$ cat config.mk
export PLATFORM = sky130hd
export DESIGN_NAME = instr_fetch
export DESIGN_NICKNAME = d
export VERILOG_FILES = /design/src/rtl/instr_fetch.sv
export SDC_FILE = /design/constraint.sdc
export NUM_CORES = 1
export LEC_CHECK = 0
export ABC_AREA = 1
export CAP_MARGIN = 10
export CORE_MARGIN = 1.5
export CORE_UTILIZATION = 57
export CTS_BUF_LIST = sky130_fd_sc_hd__clkbuf_8 sky130_fd_sc_hd__clkbuf_16
export DETAILED_ROUTE_END_ITERATION = 8
export GPL_TIMING_DRIVEN = 0
export PLACE_DENSITY_LB_ADDON = 0.08
export SLEW_MARGIN = 5
export SYNTH_ARGS = -nofsm -noshare
export SYNTH_HDL_FRONTEND = slang
export SYNTH_SLANG_ARGS = --single-unit
$ cat constraint.sdc
create_clock -name clk -period 5.43 [get_ports clk]
set_clock_uncertainty 0.1 [all_clocks]
set_input_delay 1.086 -clock clk [delete_from_list [all_inputs] [get_ports clk]]
set_output_delay 1.086 -clock clk [all_outputs]
set_load 0.005 [all_outputs]
$ cat src/rtl/instr_fetch.sv
// instr_fetch -- instruction fetch unit with a prefetch queue.
//
// Keeps at most one request outstanding to instruction memory. Returned words
// are pushed with their addresses into a FIFO of DEPTH entries. The head of
// that FIFO is presented to the data path. A redirect flushes the queue and
// restarts fetching at the new target. If a request is still in flight when
// the redirect arrives, its response is dropped first.
//
// Parameters:
//   DEPTH     prefetch queue entries (power of two, 2..16)
//   RESET_PC  first fetch address after reset
// Ports:
//   clk, reset          clock; asynchronous active-low reset
//   imem_req/imem_addr  fetch request; held stable until imem_ack
//   imem_ack/imem_rdata request accepted, data valid in the same cycle
//   redirect/redirect_pc restart fetch at {redirect_pc[31:2],2'b00}
//   stall               the data path cannot consume this cycle
//   instr/instr_pc/instr_valid  head of the queue; consumed when valid && !stall
// Build option:
//   FETCH_BYPASS_EN  an ack that arrives while the queue is empty and not
//                    stalled is presented in the same cycle and not queued
module instr_fetch #(
  parameter int unsigned DEPTH    = 4,
  parameter logic [31:0] RESET_PC = 32'h0000_0000
) (
  input  logic        clk,
  input  logic        reset,
  output logic        imem_req,
  output logic [31:0] imem_addr,
  input  logic        imem_ack,
  input  logic [31:0] imem_rdata,
  input  logic        redirect,
  input  logic [31:0] redirect_pc,
  input  logic        stall,
  output logic [31:0] instr,
  output logic [31:0] instr_pc,
  output logic        instr_valid
);

  localparam int unsigned PW = $clog2(DEPTH);
  localparam int unsigned CW = PW + 1;
  localparam logic [CW-1:0] DEPTH_C = CW'(DEPTH);

  typedef enum logic [1:0] {IDLE, REQ, DROP} state_t;

  state_t        state;
  logic [31:0]   addr_q;
  logic [31:0]   pend_q;
  logic [31:0]   last_instr;
  logic [31:0]   last_pc;
  logic [31:0]   mem_instr [DEPTH];
  logic [31:0]   mem_pc    [DEPTH];
  logic [PW-1:0] rd_ptr;
  logic [PW-1:0] wr_ptr;
  logic [CW-1:0] count;
  logic [CW-1:0] count_nxt;
  logic [31:0]   tgt;
  logic          q_empty;
  logic          ack_req;
  logic          bypass;
  logic          push;
  logic          pop;

  assign tgt     = {redirect_pc[31:2], 2'b00};
  assign q_empty = (count == '0);
  assign ack_req = (state == REQ) && imem_ack;

`ifdef FETCH_BYPASS_EN
  assign bypass = ack_req && q_empty && !stall && !redirect;
`else
  assign bypass = 1'b0;
`endif

  // Redirect overrides both queue operations in the same cycle.
  assign push = ack_req && !redirect && !bypass;
  assign pop  = !q_empty && !stall && !redirect;

  always_comb begin
    count_nxt = count + {{PW{1'b0}}, push} - {{PW{1'b0}}, pop};
  end

  assign imem_req  = (state != IDLE);
  assign imem_addr = addr_q;

  // While the queue is empty, the last presented word is shown again.
  always_comb begin
    instr_valid = !q_empty || bypass;
    instr       = q_empty ? last_instr : mem_instr[rd_ptr];
    instr_pc    = q_empty ? last_pc    : mem_pc[rd_ptr];
    if (bypass) begin
      instr    = imem_rdata;
      instr_pc = addr_q;
    end
  end

  always_ff @(posedge clk) begin
    if (push) begin
      mem_instr[wr_ptr] <= imem_rdata;
      mem_pc[wr_ptr]    <= addr_q;
    end
  end

  always_ff @(posedge clk or negedge reset) begin
    if (!reset) begin
      state      <= IDLE;
      addr_q     <= RESET_PC;
      pend_q     <= '0;
      last_instr <= '0;
      last_pc    <= '0;
      rd_ptr     <= '0;
      wr_ptr     <= '0;
      count      <= '0;
    end else begin
      // Track whatever is currently presented so that it can be held once the
      // queue drains or is flushed.
      if (bypass) begin
        last_instr <= imem_rdata;
        last_pc    <= addr_q;
      end else if (!q_empty) begin
        last_instr <= mem_instr[rd_ptr];
        last_pc    <= mem_pc[rd_ptr];
      end

      if (redirect) begin
        count  <= '0;
        rd_ptr <= '0;
        wr_ptr <= '0;
        case (state)
          IDLE: begin
            state  <= REQ;
            addr_q <= tgt;
          end
          REQ: begin
            if (imem_ack) begin
              state  <= REQ;
              addr_q <= tgt;
            end else begin
              // Request still in flight: keep it stable and discard its data.
              state  <= DROP;
              pend_q <= tgt;
            end
          end
          DROP: begin
            if (imem_ack) begin
              state  <= REQ;
              addr_q <= tgt;
            end else begin
              pend_q <= tgt;
            end
          end
          default: state <= IDLE;
        endcase
      end else begin
        count <= count_nxt;
        if (push) wr_ptr <= wr_ptr + PW'(1);
        if (pop)  rd_ptr <= rd_ptr + PW'(1);
        case (state)
          IDLE: begin
            if (count_nxt < DEPTH_C) state <= REQ;
          end
          REQ: begin
            if (imem_ack) begin
              addr_q <= addr_q + 32'd4;
              state  <= (count_nxt < DEPTH_C) ? REQ : IDLE;
            end
          end
          DROP: begin
            if (imem_ack) begin
              state  <= REQ;
              addr_q <= pend_q;
            end
          end
          default: state <= IDLE;
        endcase
      end
    end
  end

endmodule

==> summary.txt, run 1 <==
Outcome
  – Outcome: completed

STA
  – Fmax: 0.218 GHz
  – Slew Limit Fails: 0
  – Hold Vio Cnt, Final: 0
  – Setup TNS: 0 ns
  – RSZ-0062 raised after global routing: false
  – Worst Slack Setup Final: 0.834 ns
  – Relative slew slack: 49.5%
  – Fin crit share: 84.6%
  – Worst-margin pin slew: 0.756 ns
  – Final setup fails: 0
  – Tmin final: 4.60 ns

Placement
  – Final RePlAce weighted congestion: 0.877
  – Placed cell areas: 18100 um^2
  – HPWL Detailed: 25800 um
  – Number of port buffers: 162
  – Worst slack at placement: 0.794 ns

Global route
  – Vias in the first global route: 11600
  – Initial antenna violation count: 0
  – Gr usage total: 28.2%
  – Grt total ovfl: 0
  – Largest net degree at the start of global routing: 88
  – First-pass GRT wire length: 62000 um

Die
  – Chip Height: 170 um
  – Core area: 27100 um^2
  – Row cnt: 60
  – Top Ports: 167
  – Die Width: 170 um
  – Die Area: 28800 um^2
  – Initial Utilization: 58.4%

Layout
  – Util after Layout: 71.9%
  – Final instance area: 19500 um^2
  – Layout Nets: 1798
  – Diodes inserted: 0
  – Share of cells above drive strength 1: 7.67%
  – Layout area overhead: 23.2%

Critical path
  – Worst endpoint required time: 4.24 ns
  – Reg2reg path depth: 17
  – WS Path Type: flop to output port
  – Crit start category: flop
  – CP endpoint kind: output port
  – FF-to-FF setup slack: 2.23 ns
  – R2R Path End: state[0]
  – R2R Path Start: count[1]
  – Crit path DAT: 3.41 ns
  – CP max FO: 10

Logic synthesis
  – Mapped Area: 15800 um^2
  – Asr flop ratio synth: 34.9%
  – EDFF count, synth: 248
  – Post-synthesis sequential area ratio: 68.1%
  – Area leader, netlist: edfxtp_1
  – Yosys reg bits: 381
  – Gate count of the mapped netlist: 1503
  – Avg Inst Size Synth: 10.5 um^2
  – Synth warn: 0
  – Synth top area share: 47.1%
  – Post-synth top flop: edfxtp_1
  – Synth top area cells: edfxtp_1, dfrtp_1, nor2_1
  – Synth cell types: 37

Pwr
  – P_leak: 0.00755 uW
  – Overall power: 11400 uW
  – Worst VDD drop: 0.313 mV
  – PD cells: 585 nW/um^2

Hold path
  – Hold Startpoint: pend_q[29]
  – HP Class: flop to flop
  – WHS Path Cells: 2
  – Worst Hold End: pend_q[29]

Clock tree
  – CTS tree: built
  – CTS root buf: clkbuf_16
  – Cts hold-fix bufs: 0
  – Clock net sink count: 381
  – Postcts setup bufs: 0
  – TritonCTS Buffers: 40
  – Clk slew on worst S/H paths: 0.06 ns
  – H-tree levels: 2
  – Longest Clk Path Bufs: 3
  – Resized Gates After CTS: 0
  – Worst skew pair latency: 0.54 ns

Detailed routing
  – Residual DRC count: 0
  – Via count: 11600
  – Routed len/inst: 18.6 um
  – Vias per std cell: 5.45
  – First DRT Iteration DRCs: 1135
  – Final ANT Viol Nets: 0
  – First-pass iteration count of the detailed router: 7
  – Final WL: 39500 um

Flow run
  – Max_cap viols: 0
-- routing by layer --
metal / wire [um] / global-route usage (%) / share of wire (%)
met1: 16300 / 36.9 / 41
met2: 19600 / 48.0 / 50
met3: 2290 / 3.73 / 5.8
met4: 1270 / 11.3 / 3.2
met5: 0 / 0 / 0
-- cells in the mapped netlist (all sizes together) (2+ instances only) --
cell type	number
nand2	230
or2	4
o211ai	3
edfxtp	248
dfrtp	133
nand3	42
clkbuf	38
ha	11
nand4	2
xor2	3
inv	75
a21oi	57
a31oi	63
o21ai	166
nor2	373
buf	41
xnor2	2
o21bai	3
mux2	3
-- metrics by stage --
stage,hold WS [ns],cells
after floorplan,0.353,1504
after global placement,0.368,2038
after detailed placement,0.373,2047
after CTS,0.389,2120
after global routing,0.408,2120
final,0.384,2120
-- worst max-delay path by stage --
stage,startpoint,end,cells past startpoint
floorplan,redirect,mem_instr[0][0],4
global placement,reset,imem_addr[27],1
CTS,count[1],instr_pc[13],6
global route,count[1],instr_pc[13],6
finish,count[1],instr_pc[9],6
detailed placement,redirect,state[0],17
-- layout make-up --
class	count	area, um^2
buffer	79	358
sequential	381	10800
tap	372	465
clock buffer	47	1110
fill	1961	7610
timing repair buffer	171	1830
multi-input combinational	969	4440
clock inverter	26	233
inverter	75	284
-- critical path, stage by stage (launching register included) --
cell,delay (ns)
dfrtp_1,0.42
nor3_1,0.57
inv_2,0.28
buf_2,0.30
buf_1,0.32
a31oi_1,0.40
clkdlybuf4s50_1,0.57
-- state kept, by name, summed over array words and instances (netlist names) --
name        cells
wr_ptr          2
imem_addr      30
last_pc        32
pend_q         30
mem_instr     128
mem_pc        120
last_instr     32
state           2
rd_ptr          2
count           3
-- power by group --
part           internal [uW]  switching, uW  total, uW
logic                   1920           2400       4330
clock network           1650           1100       2750
registers               3810            517       4330
total                   7390           4030      11400
-- kinds of logic (layout without fill, tap and decap cells) --
| group | count (synthesis) | after routing | share of synthesized area [%] |
|---|---|---|---|
| AOI/OAI and AO/OA | 294 | 294 | 10.2 |
| DFF | 381 | 381 | 68.1 |
| buffers and inverters | 154 | 398 | 4.06 |
| xor gates and xnor gates | 5 | 5 | 0.277 |
| muxes | 3 | 3 | 0.213 |
| other | 1 | 2 | 0.0237 |
| adders and majority gates | 12 | 12 | 0.996 |
| and+or+nand+nor | 653 | 653 | 16.2 |
-- cells in the final DEF, fill, tap and decap left out, types with 5 or more instances in the layout --
| cell type | synthesis | final |
|---|---|---|
| a21oi_1 | 47 | 47 |
| a21oi_2 | 10 | 10 |
| a31oi_1 | 63 | 63 |
| buf_1 | 11 | 11 |
| buf_12 | 0 | 6 |
| buf_2 | 25 | 25 |
| clkbuf_1 | 38 | 38 |
| clkbuf_16 | 0 | 41 |
| clkbuf_8 | 0 | 6 |
| clkdlybuf4s50_1 | 0 | 161 |
| clkinv_2 | 0 | 6 |
| dfrtp_1 | 133 | 133 |
| edfxtp_1 | 248 | 248 |
| ha_1 | 11 | 11 |
| inv_1 | 66 | 74 |
| inv_2 | 8 | 8 |
| nand2_1 | 229 | 229 |
| nand3_1 | 41 | 41 |
| nor2_1 | 367 | 363 |
| nor2_2 | 5 | 5 |
| o21ai_0 | 75 | 75 |
| o21ai_1 | 90 | 90 |
No activity file was read; power rests on OpenSTA's default activity.
==> inputs of run 2 (changes only) <==
==> constraint.sdc (replaced) <==
create_clock -name clk -period 4.25 [get_ports clk]
set_clock_uncertainty 0.1 [all_clocks]
set_input_delay 0.85 -clock clk [delete_from_list [all_inputs] [get_ports clk]]
set_output_delay 0.85 -clock clk [all_outputs]
set_load 0.005 [all_outputs]
==> run 2 against run 1 <==
Effect of this change: design area is essentially flat; critical endpoint is now instr_pc[17]; clock power is 28% higher; core utilization is essentially flat; critical path depth grew 1; non-clock buffer count unchanged; global-route usage stayed put; die area unchanged; sequential share of layout area hardly changed; wire length fell by 0.17%; sequential cell count stayed put; power is 28% higher; register-to-register slack got worse by 1.1 ns; largest cell class unchanged.
==> summary.txt, run 2 (same netlist as run 1, synthesis figures left out) <==
Critical path
  – Worst endpoint required time: 3.30 ns (-0.94 ns)
  – CP delay by family, top: buffers and inverters
  – CP peak stage delay: 0.61 ns (+0.04 ns)
  – CP endpoint kind: output port
  – Buf/Inv on CP: 5 (+1)
  – Crit-path cells: buf_2 > inv_2 > buf_2 > buf_1 > o21ai_1 > a31oi_1 > clkdlybuf4s50_1
  – CP max-delay cell: clkdlybuf4s50_1
  – CP max FO: 10 (unchanged)
  – Crit start category: flop
  – Most used cell, CP: buf_2
  – Reg2reg path depth: 18 (+1)
  – Crit path DAT: 3.19 ns (-0.22 ns)
  – Worst path depth: 7 (+1)
  – WS Path Type: flop to output port

Global route
  – Vias in the first global route: 11600 (unchanged)
  – First-pass GRT wire length: 62000 um (unchanged)
  – Gr usage total: 28.2% (unchanged)
  – Initial antenna violation count: 0 (unchanged)
  – Grt total ovfl: 0 (unchanged)
  – Largest net degree at the start of global routing: 88 (unchanged)

Layout
  – Max reg flops: 128 (unchanged)
  – Layout Cells excl Fill: 2120 (unchanged)
  – Fill count: 1961 (unchanged)
  – Share of cells above drive strength 1: 7.72% (+0.057 points)
  – Final instance area: 19500 um^2 (about the same)
  – Layout area overhead: 23.2% (about the same)
  – Most frequent cells in the layout: nor2_1, edfxtp_1, nand2_1
  – Multi-input gate area: 4450 um^2 (+0.11%)
  – Diodes inserted: 0 (unchanged)
  – Top reg by flops: mem_instr
  – Sequential cell area: 10800 um^2 (unchanged)
  – Layout Nets: 1798 (unchanged)
  – Leading cell type in the layout, fill and taps excluded: nor2_1
  – Biggest regs: mem_instr (128), mem_pc (120)

STA
  – Setup TNS: 0 ns (unchanged)
  – Tmin final: 4.14 ns
  – Fmax: 0.241 GHz
  – RSZ-0062 raised after global routing: false
  – Worst Slack Setup Final: 0.106 ns (-0.728 ns)
  – Slew Limit Fails: 0 (unchanged)
  – Worst-margin pin slew: 0.749 ns (-0.00664 ns)
  – Hold Vio Cnt, Final: 0 (unchanged)
  – Final setup fails: 0 (unchanged)
  – Fin crit share: 97.5%
  – Relative slew slack: 49.9% (+0.44 points)

Pwr
  – Sequential power share: 38.0% (about the same)
  – Int Pwr: 9440 uW (+28%)
  – PD cells: 748 nW/um^2 (+28%)
  – Sw power: 5140 uW (+28%)
  – Switch share: 35.3% (about the same)
  – Clock power share: 24.1% (about the same)
  – Worst VDD drop: 0.399 mV (+28%)
  – Comb power frac: 37.9% (about the same)
  – P_leak: 0.00755 uW (about the same)

Detailed routing
  – Vias per std cell: 5.46 (about the same)
  – First DRT Iteration DRCs: 1154 (+1.7%)
  – Residual DRC count: 0 (unchanged)
  – First-pass iteration count of the detailed router: 7 (unchanged)
  – Routed len/inst: 18.6 um (-0.17%)
  – Final ANT Viol Nets: 0 (unchanged)
  – Via count: 11600 (+0.026%)
  – Final WL: 39400 um (-0.17%)

Die
  – Row cnt: 60 (unchanged)
  – Core area: 27100 um^2 (unchanged)
  – Initial Utilization: 58.4% (unchanged)
  – Top Ports: 167 (unchanged)
  – Chip Height: 170 um (unchanged)
  – Die Width: 170 um (unchanged)
  – Die Area: 28800 um^2 (unchanged)

Clock tree
  – Cts hold-fix bufs: 0 (unchanged)
  – CTS tree: built
  – Worst skew pair latency: 0.54 ns (about the same)
  – Postcts setup bufs: 0 (unchanged)
  – Clk slew on worst S/H paths: 0.06 ns (about the same)
  – TritonCTS Buffers: 40 (unchanged)
  – Longest Clk Path Bufs: 3 (unchanged)
  – Clock net sink count: 381 (unchanged)
  – CTS root buf: clkbuf_16
  – H-tree levels: 2 (unchanged)

Placement
  – Worst slack at placement: -0.150 ns (-0.944 ns)
  – Inst Count DP: 2047 (unchanged)
  – Final RePlAce weighted congestion: 0.877 (unchanged)
  – HPWL Detailed: 25800 um (unchanged)
  – Placed cell areas: 18100 um^2 (unchanged)
  – Number of port buffers: 162 (unchanged)

Outcome
  – Outcome: completed

Flow run
  – Max_cap viols: 0 (unchanged)

Hold path
  – HP Class: input pin to async pin
## run 2: what timing repair did
item                       4_1_cts  5_1_grt
gates resized for setup          1        0
hold endpoints to repair         0        0
setup endpoints to repair       17        0
## run 2: power groups by stage
| stage | logic [uW] | registers, uW | clock network [uW] |
|---|---|---|---|
| 3_5_place_dp | 5530 | 5580 | 0 |
| 6_report | 5530 | 5540 | 3510 |
| 2_1_floorplan | 2750 | 5360 | 0 |
| 5_1_grt | 6100 | 5620 | 3700 |
| 3_3_place_gp | 5390 | 5570 | 0 |
| 4_1_cts | 5570 | 5520 | 3540 |
## run 2: path summary, 6_finish.rpt
kind	from	end	slack (ns)
setup / recovery	rd_ptr[0]	instr_pc[17]	0.11
hold / removal	reset	last_instr[29]	0.18
setup reg to reg	state[1]	state[0]	1.10
hold reg to reg	pend_q[29]	pend_q[29]	0.38
max in group asynchronous	reset	imem_addr[29]	3.01
min in group clk	pend_q[29]	pend_q[29]	0.38
## run 2: cell type report
| class | instances | area share (%) |
|---|---|---|
| clock buffer | 47 | 5.69 |
| tap | 372 | 2.39 |
| multi-input combinational | 969 | 22.8 |
| timing repair buffer | 171 | 9.36 |
| sequential | 381 | 55.3 |
| clock inverter | 26 | 1.19 |
| inverter | 75 | 1.46 |
| buffer | 79 | 1.84 |
## run 2: metal layers
metal / global-route usage (%) / wire length [um] / vias to the layer above
met1: 36.9 / 16200 / 5507
met3: 3.73 / 2360 / 83
met2: 48.0 / 19600 / 447
met5: 0 / 0 / -
met4: 11.3 / 1290 / 0
li1: - / - / 5530
## run 2: per-stage QoR
stage	util (%)	power (uW)	hold slack, ns
final	71.9	14600	0.177
after global routing	71.9	15400	0.211
after detailed placement	67.0	11100	0.373
after floorplan	-	8110	0.353
after global placement	66.1	11000	0.368
after CTS	71.9	14600	0.184
## run 2: worst register-to-register path, cell delays in order (launching register included)
cell,delay [ns]
dfrtp_1,0.41
inv_1,0.11
ha_1,0.25
nand2_1,0.10
inv_1,0.11
nand2_1,0.26
ha_1,0.39
inv_1,0.05
ha_1,0.13
inv_1,0.05
fa_1,0.38
nand2_1,0.08
nand2_1,0.10
nor2_1,0.17
nand2_1,0.07
nand2_1,0.12
nor2_1,0.05
nand2_1,0.05
nand2_1,0.05
